### src/rtl/ram_burst_pkg.sv
// Shared defaults and state encoding for the RAM burst controller.
package ram_burst_pkg;

  localparam int unsigned DEF_ADDR_W = 3;
  localparam int unsigned DEF_DATA_W = 8;

  typedef enum logic [1:0] {
    IDLE  = 2'd0,
    WRITE = 2'd1,
    READ  = 2'd2,
    DRAIN = 2'd3
  } state_t;

endpackage

### src/rtl/ram_burst_rd_stage.sv
// Read output register: valid/data/last with load, hold and clear control.
module ram_burst_rd_stage
  import ram_burst_pkg::*;
#(
  parameter int unsigned DATA_W = DEF_DATA_W
) (
  input  logic              clk,
  input  logic              rst_n,
  input  logic              load,
  input  logic              clear,
  input  logic [DATA_W-1:0] data_in,
  input  logic              last_in,
  output logic              valid,
  output logic [DATA_W-1:0] data,
  output logic              last
);

  // Load has priority; a consumed beat with no replacement drops valid but keeps data.
  always_ff @(posedge clk or negedge rst_n) begin
    if (!rst_n) begin
      valid <= 1'b0;
      data  <= '0;
      last  <= 1'b0;
    end else if (load) begin
      valid <= 1'b1;
      data  <= data_in;
      last  <= last_in;
    end else if (clear) begin
      valid <= 1'b0;
      last  <= 1'b0;
    end
  end

endmodule

### src/rtl/ram_burst_ctrl.sv
// Burst read/write controller for a small asynchronous-read RAM.
// Optional feature: RAM_BURST_CTRL_STATS_EN adds a saturating beat_count output.
module ram_burst_ctrl
  import ram_burst_pkg::*;
#(
  parameter int unsigned ADDR_W = DEF_ADDR_W,
  parameter int unsigned DATA_W = DEF_DATA_W
) (
  input  logic              clk,
  input  logic              rst_n,
  input  logic              cmd_valid,
  output logic              cmd_ready,
  input  logic              cmd_write,
  input  logic [ADDR_W-1:0] cmd_addr,
  input  logic [ADDR_W-1:0] cmd_len,
  input  logic              wr_valid,
  output logic              wr_ready,
  input  logic [DATA_W-1:0] wr_data,
  output logic              rd_valid,
  input  logic              rd_ready,
  output logic [DATA_W-1:0] rd_data,
  output logic              rd_last,
  output logic              ram_write_en,
  output logic [ADDR_W-1:0] ram_addr,
  output logic [DATA_W-1:0] ram_data_in,
  input  logic [DATA_W-1:0] ram_data_out,
  output logic              busy
`ifdef RAM_BURST_CTRL_STATS_EN
  ,
  output logic [15:0]       beat_count
`endif
);

  state_t            state;
  logic [ADDR_W-1:0] cur_addr;
  logic [ADDR_W-1:0] remaining;
  logic              wr_beat;
  logic              rd_issue;
  logic              rd_consume;

  // Beat qualifiers; the write path is zero-latency so RAM strobes follow wr_valid directly.
  assign wr_beat      = (state == WRITE) && wr_valid;
  assign rd_consume   = rd_valid && rd_ready;
  assign rd_issue     = (state == READ) && (!rd_valid || rd_ready);
  assign wr_ready     = (state == WRITE);
  assign busy         = (state != IDLE);
  assign ram_write_en = wr_beat;
  assign ram_addr     = cur_addr;
  assign ram_data_in  = wr_data;

  // Burst sequencing: command latch, address/length stepping, and cmd_ready.
  always_ff @(posedge clk or negedge rst_n) begin
    if (!rst_n) begin
      state     <= IDLE;
      cur_addr  <= '0;
      remaining <= '0;
      cmd_ready <= 1'b0;
    end else begin
      case (state)
        IDLE: begin
          if (cmd_valid && cmd_ready) begin
            cur_addr  <= cmd_addr;
            remaining <= cmd_len;
            state     <= cmd_write ? WRITE : READ;
            cmd_ready <= 1'b0;
          end else begin
            cmd_ready <= 1'b1;
          end
        end
        WRITE: begin
          if (wr_valid) begin
            cur_addr  <= cur_addr + ADDR_W'(1);
            remaining <= remaining - ADDR_W'(1);
            if (remaining == '0) begin
              state     <= IDLE;
              cmd_ready <= 1'b1;
            end
          end
        end
        READ: begin
          if (rd_issue) begin
            cur_addr  <= cur_addr + ADDR_W'(1);
            remaining <= remaining - ADDR_W'(1);
            if (remaining == '0) state <= DRAIN;
          end
        end
        DRAIN: begin
          if (rd_consume) begin
            state     <= IDLE;
            cmd_ready <= 1'b1;
          end
        end
        default: state <= IDLE;
      endcase
    end
  end

  ram_burst_rd_stage #(
    .DATA_W (DATA_W)
  ) u_rd_stage (
    .clk     (clk),
    .rst_n   (rst_n),
    .load    (rd_issue),
    .clear   (rd_consume),
    .data_in (ram_data_out),
    .last_in (remaining == '0),
    .valid   (rd_valid),
    .data    (rd_data),
    .last    (rd_last)
  );

`ifdef RAM_BURST_CTRL_STATS_EN
  // Saturating count of accepted write beats and consumed read beats.
  always_ff @(posedge clk or negedge rst_n) begin
    if (!rst_n) begin
      beat_count <= '0;
    end else if ((wr_beat || rd_consume) && (beat_count != 16'hFFFF)) begin
      beat_count <= beat_count + 16'd1;
    end
  end
`endif

endmodule
### config.mk
export PLATFORM = sky130hd
export DESIGN_NAME = ram_burst_ctrl
export DESIGN_NICKNAME = d
export VERILOG_FILES = /design/src/rtl/ram_burst_pkg.sv /design/src/rtl/ram_burst_rd_stage.sv /design/src/rtl/ram_burst_ctrl.sv
export SDC_FILE = /design/constraint.sdc
export NUM_CORES = 1
export LEC_CHECK = 0
export ABC_CLOCK_PERIOD_IN_PS = 2700
export CAP_MARGIN = 15
export CORE_AREA = 2 2 54 56
export DETAILED_ROUTE_END_ITERATION = 10
export DIE_AREA = 0 0 56 58
export PLACE_DENSITY = 0.82
export REMOVE_ABC_BUFFERS = 1
export SYNTH_ARGS = -nofsm -noshare
export SYNTH_HDL_FRONTEND = slang
export SYNTH_SLANG_ARGS = --single-unit
export TNS_END_PERCENT = 100
### constraint.sdc
create_clock -name clk -period 2.7 [get_ports clk]
set_input_delay 0.405 -clock clk [delete_from_list [all_inputs] [get_ports clk]]
set_output_delay 0.405 -clock clk [all_outputs]
set_load 0.05 [all_outputs]
Word level (Yosys, flattened, before mapping)

Index checks and enable logic that the tools add are counted.

Add/sub/neg operators: 2
Equal/unequal tests: 9
Multiplexer cells: 24
Reductions and logical operators: 15

Operators by type and width:

| cell                                                   | number |
|---|---|
| 2-to-1 mux 3 bit                                       | 6 |
| one-hot mux 3 bit (3 select lines)                     | 2 |
| 2-to-1 mux 2 bit                                       | 7 |
| inequality test 2 bit (second input constant)          | 4 |
| one-hot mux 2 bit (4 select lines)                     | 1 |
| AND reduction 4 bit                                    | 2 |
| 2-to-1 mux 1 bit                                       | 7 |
| AND reduction 6 bit                                    | 1 |
| nonzero test 3 bit                                     | 2 |
| == test 2 bit (second input constant)                  | 2 |
| logical AND 1 bit                                      | 4 |
| inequality test 2 x 1 -> 1 bit (second input constant) | 2 |
| nonzero test 2 bit                                     | 2 |
| adder 3 x 1 -> 3 bit (second input constant)           | 1 |
| zero test 3 bit                                        | 1 |
| one-hot mux 1 bit (3 select lines)                     | 1 |
| subtractor 3 x 1 -> 3 bit (second input constant)      | 1 |
| == test 2 x 1 -> 1 bit (second input constant)         | 1 |
| zero test 2 bit                                        | 1 |
| zero test 1 bit                                        | 1 |
| logical OR 1 bit                                       | 1 |

Bits in registers: 19
Input bits: 28
Output and inout bits: 25

Longest topological paths before layout

Gate-level depths: netlist of run 1.

Depth in word-level cells: 5
Gate-level depth with buffers: 7
Depth with buffers taken out: 6

By module

From an unflattened synthesis of run 1, not the netlist that was laid out.

Cell total of the unflattened synthesis: 103
Area total of the unflattened synthesis: 1,129.8 sq um

By module, submodules not included:

| module             | instances | cells each | area each (sq um) | seq. area each (sq um) |
|---|---|---|---|---|
| ram_burst_ctrl     | 1         | 80         | 726.9             | 225.2 |
| ram_burst_rd_stage | 1         | 23         | 402.9             | 250.2 |

Least setup slack after synthesis of run 1

OpenSTA, ideal clock, no wires.

Path kind: reg2out
From: register state[1]
To: output port ram_write_en
Arrival: 1.503 ns
Data required time: 2.295 ns
Path slack: 0.792 ns
Stages on the path, launching flop included: 4
Buffers on the path: 0
Cells stage by stage: dfrtp_1 -> inv_1 -> ha_1 -> and2_1

Cells in the longest elaborated chain, start to end: 2

Ends and longest elaborated chain:

| element                  | line                 | source |
|---|---|---|
| start: declaration       | ram_burst_ctrl.sv:34 | `state_t state;` |
| start signal: assignment | ram_burst_ctrl.sv:64 | `state <= cmd_write ? WRITE : READ;` |
| == test 2 x 1 -> 1 bit   | --                   |  |
| via wr_ready             | ram_burst_ctrl.sv:17 | `output logic wr_ready,` |
| logical AND 1 bit        | ram_burst_ctrl.sv:42 | `assign wr_beat = (state == WRITE) && wr_valid;` |
| end: declaration         | ram_burst_ctrl.sv:23 | `output logic ram_write_en,` |

The timed path passes the listed nets, and every way through them passes these cells.

Final worst setup path of run 1

From: register state[1]
To: output port ram_write_en

Cells in the longest elaborated chain, start to end: 2

Ends and longest elaborated chain:

| element                | line |
|---|---|
| == test 2 x 1 -> 1 bit | ram_burst_ctrl.sv:42 |
| logical AND 1 bit      | ram_burst_ctrl.sv:42 |

Every way passes these cells.

==> impl_results.md, run 1 <==
* Fin crit share at 89.2%
* Later-pin clock latency in the skew report at 0.29 ns
* Layout area overhead at 31.4%
* DP HPWL at 1660 um
* Post-synth top area cell: dfrtp_1
* Initial antenna violation count at 0
* Vias per cell at 5.00
* Hold crit path type: reg2reg
* P_leak at 0.632 nW
* Synth warn at 0
* Detailed-route DRC error count at 0
* Slew @ Worst Pin at ~0.8 ns
* Final setup TNS at 0 ns
* Die area at 0.00325 mm2
* Worst endpoint data arrival time at 2.00 ns
* Worst Path Max Fanout at 5
* Final Worst Setup Slack at a little under 0.3 ns
* Register Area at 475 um2
* CTS sink count at 19
* RSZ-0062 raised after global routing: no
* I/O pin count at 53
* Total power at 2.14 mW
* Vias in the first global route at roughly 770
* Synth cell types at 27
* Critical Path Slowest Stage Cell: clkdlybuf4s50_1
* Slew headroom at 46.4%
* VDD IR max at 0.878 mV
* DR iter-0 viols at 15
* Core ar. at about 0.0027 mm2
* Largest net degree at the start of global routing at 20
* # hold bufs at CTS at 0
* Antenna fix cells at 0
* Pwr dens at around 1500 mW/mm2
* # fillers at 241
* Cts repair resizes at 0
* Sequential area share after synthesis at 42.8%
* Synth area leaders: dfrtp_1 (43%), mux2_2 (11%), ha_1 (9.0%)
* Finish-stage setup viols at 0
* Fmax at 415 MHz
* Status: finished clean
* CTS tree: yes
* Cell Chain, Critical Path: inv_1 -> ha_1 -> and2_1 -> clkdlybuf4s50_1
* Die Span Y at just under 60 um
* DR vias at about 830
* Total GRT Usage at roughly 13%
* Detailed Route WL at 2120 um
* Worst Setup End Kind: output pin
* Top cell type's share of synthesized area at 42.8%
* Die Width at 56 um
* Post-Synthesis Cell Area at 0.00111 mm2
* TritonRoute pass-1 iters at 4
* Share of layout cells above drive strength 1 at between 10% and 20%
* Max-slew violation count at 0
* Dpl cells at approximately 160
* Avg Inst Size Synth at 10.6 um2
* Clk root buf: clkbuf_4
* Commonest non-fill, non-tap cell in the layout: clkdlybuf4s50_1
* Final Hold Fails at 0
* FP Rows at 19
* Worst-path clk slew at 0.11 ns
* Multi-input logic area at 524 um2
* Most frequent cells in the layout: clkdlybuf4s50_1 (36), dfrtp_1 (19), mux2_2 (11)
* Nets at ~170
* DRT antenna net count at 0
* Final RePlAce weighted congestion at roughly 0.8
* Total gr overflow at 0
* Startpoint Class: flip-flop
* Post-layout min period at about 2.4 ns
* Post-synthesis cell count at 105
* Worst path max stage delay at 0.80 ns
* Max-cap check violation count at 0
* Setup WS pre-CTS at 0.455 ns
* Initial Utilization at 41.7%
* Final worst clock skew at 0.00146 ns
* Port bufs at 36
* Critical path required time at 2.30 ns
* CP top delay family: buffers and inverters
* CP Class: reg2out
* Yosys reg bits at 19
* CTS Buf Count at 3
* Fin cells at 165
* Clock Tree Buf Depth at 2
* First-pass GRT wire length at 3250 um
* Routed len/inst at 12.8 um
* H-Tree Depth at 1
* Postcts setup bufs at 0
* Worst Path Buf+Inv at 2
## synthesized netlist by cell type
library cell   n
nand2_1        9
and2_1         1
a22oi_1        1
buf_4          8
mux2_2        11
inv_1          7
nand2b_1       3
nor2b_4        1
buf_2          2
buf_6          1
nand3b_1       4
nand4_1        1
a21oi_1        5
mux2i_1        3
ha_1           8
dfrtp_1       19
a2111oi_4      1
o21ai_0        4
a21boi_1       1
nor2b_1        1
nor4_1         1
o211ai_1       2
clkbuf_1       1
nor2_1         7
or2_2          1
nand4b_1       1
nand3_1        1
## power by group
group	switching (mW)	internal (mW)	total (mW)
registers	0.0937	0.433	0.527
clock network	0.0876	0.0551	0.143
logic	0.868	0.600	1.47
total	1.05	1.09	2.14
## worst register-to-register path, cell delays in order (launching register included)
cell and delay, ns:
dfrtp_1 0.42, inv_1 0.10, ha_1 0.53, nor2_1 0.14, a2111oi_4 0.52, buf_4 0.23
nand2b_1 0.10, nand4_1 0.07
## logic make-up (layout without fill, tap and decap cells)
group | Yosys count | in the layout | share of synthesized area [%]
simple gates | 31 | 31 | 15.1
flops | 19 | 19 | 42.8
buf+inv | 19 | 48 | 10.0
compound gates | 14 | 14 | 9.23
mux | 14 | 14 | 13.9
fa+ha+maj | 8 | 8 | 9.01
## flip-flops by register name, indices dropped and copies added, names as in the netlist
signal and cells:
u_rd_stage.last 1, u_rd_stage.valid 1, remaining 3, cmd_ready 1, state 2, ram_addr 3, u_rd_stage.data 8
## layout make-up
cell class / instances / share of cell area, %
clock buffers: 3 / 1.54
clock inverters: 1 / 0.343
inverters: 7 / 1.80
multi-input cells: 67 / 35.9
flip-flops and latches: 19 / 32.6
well taps: 31 / 2.66
repair buffers: 37 / 25.2
## routing by layer
metal | track usage (%) | vias up | share of wire [%] | wire (um)
li1 | - | 404 | - | -
met1 | 12.9 | 380 | 41 | 870
met2 | 24.0 | 41 | 51 | 1070
met3 | 5.80 | 0 | 8.3 | 177
met4 | 3.06 | 0 | 0 | 0
met5 | 0 | - | 0 | 0
## stage by stage
stage / hold WS, ns / utilization [%] / cell area [um2]
2_1_floorplan: 0.109 / - / 1030
3_3_place_gp: 0.484 / 53.8 / 1430
3_5_place_dp: 0.494 / 53.8 / 1430
4_1_cts: 0.520 / 54.8 / 1460
5_1_grt: 0.532 / 54.8 / 1460
6_report: 0.511 / 54.8 / 1460
## path summary, 6_finish.rpt
check                                                  from                          end  slack [ns]  cells past startpoint
worst max register to register         state[0]$_DFFE_PN0P_      ram_addr[2]$_DFFE_PN0P_        0.49                      7
worst min register to register  u_rd_stage.last$_DFFE_PN0P_  u_rd_stage.last$_DFFE_PN0P_        0.51                      2
worst min-delay path            u_rd_stage.last$_DFFE_PN0P_  u_rd_stage.last$_DFFE_PN0P_        0.51                      2
min in group asynchronous                             rst_n      ram_addr[1]$_DFFE_PN0P_        0.56                      1
worst max-delay path                   state[1]$_DFFE_PN0P_                 ram_write_en        0.29                      4
max in group asynchronous                             rst_n  u_rd_stage.last$_DFFE_PN0P_        1.64                      1
No activity file was read; power rests on OpenSTA's default activity.
==> inputs of run 2 (changes only) <==
Settings changed: ABC_CLOCK_PERIOD_IN_PS 2700 to not set.
==> results of run 2 <==
No change in the layout: final DEF, timing and power equal those of run 1.
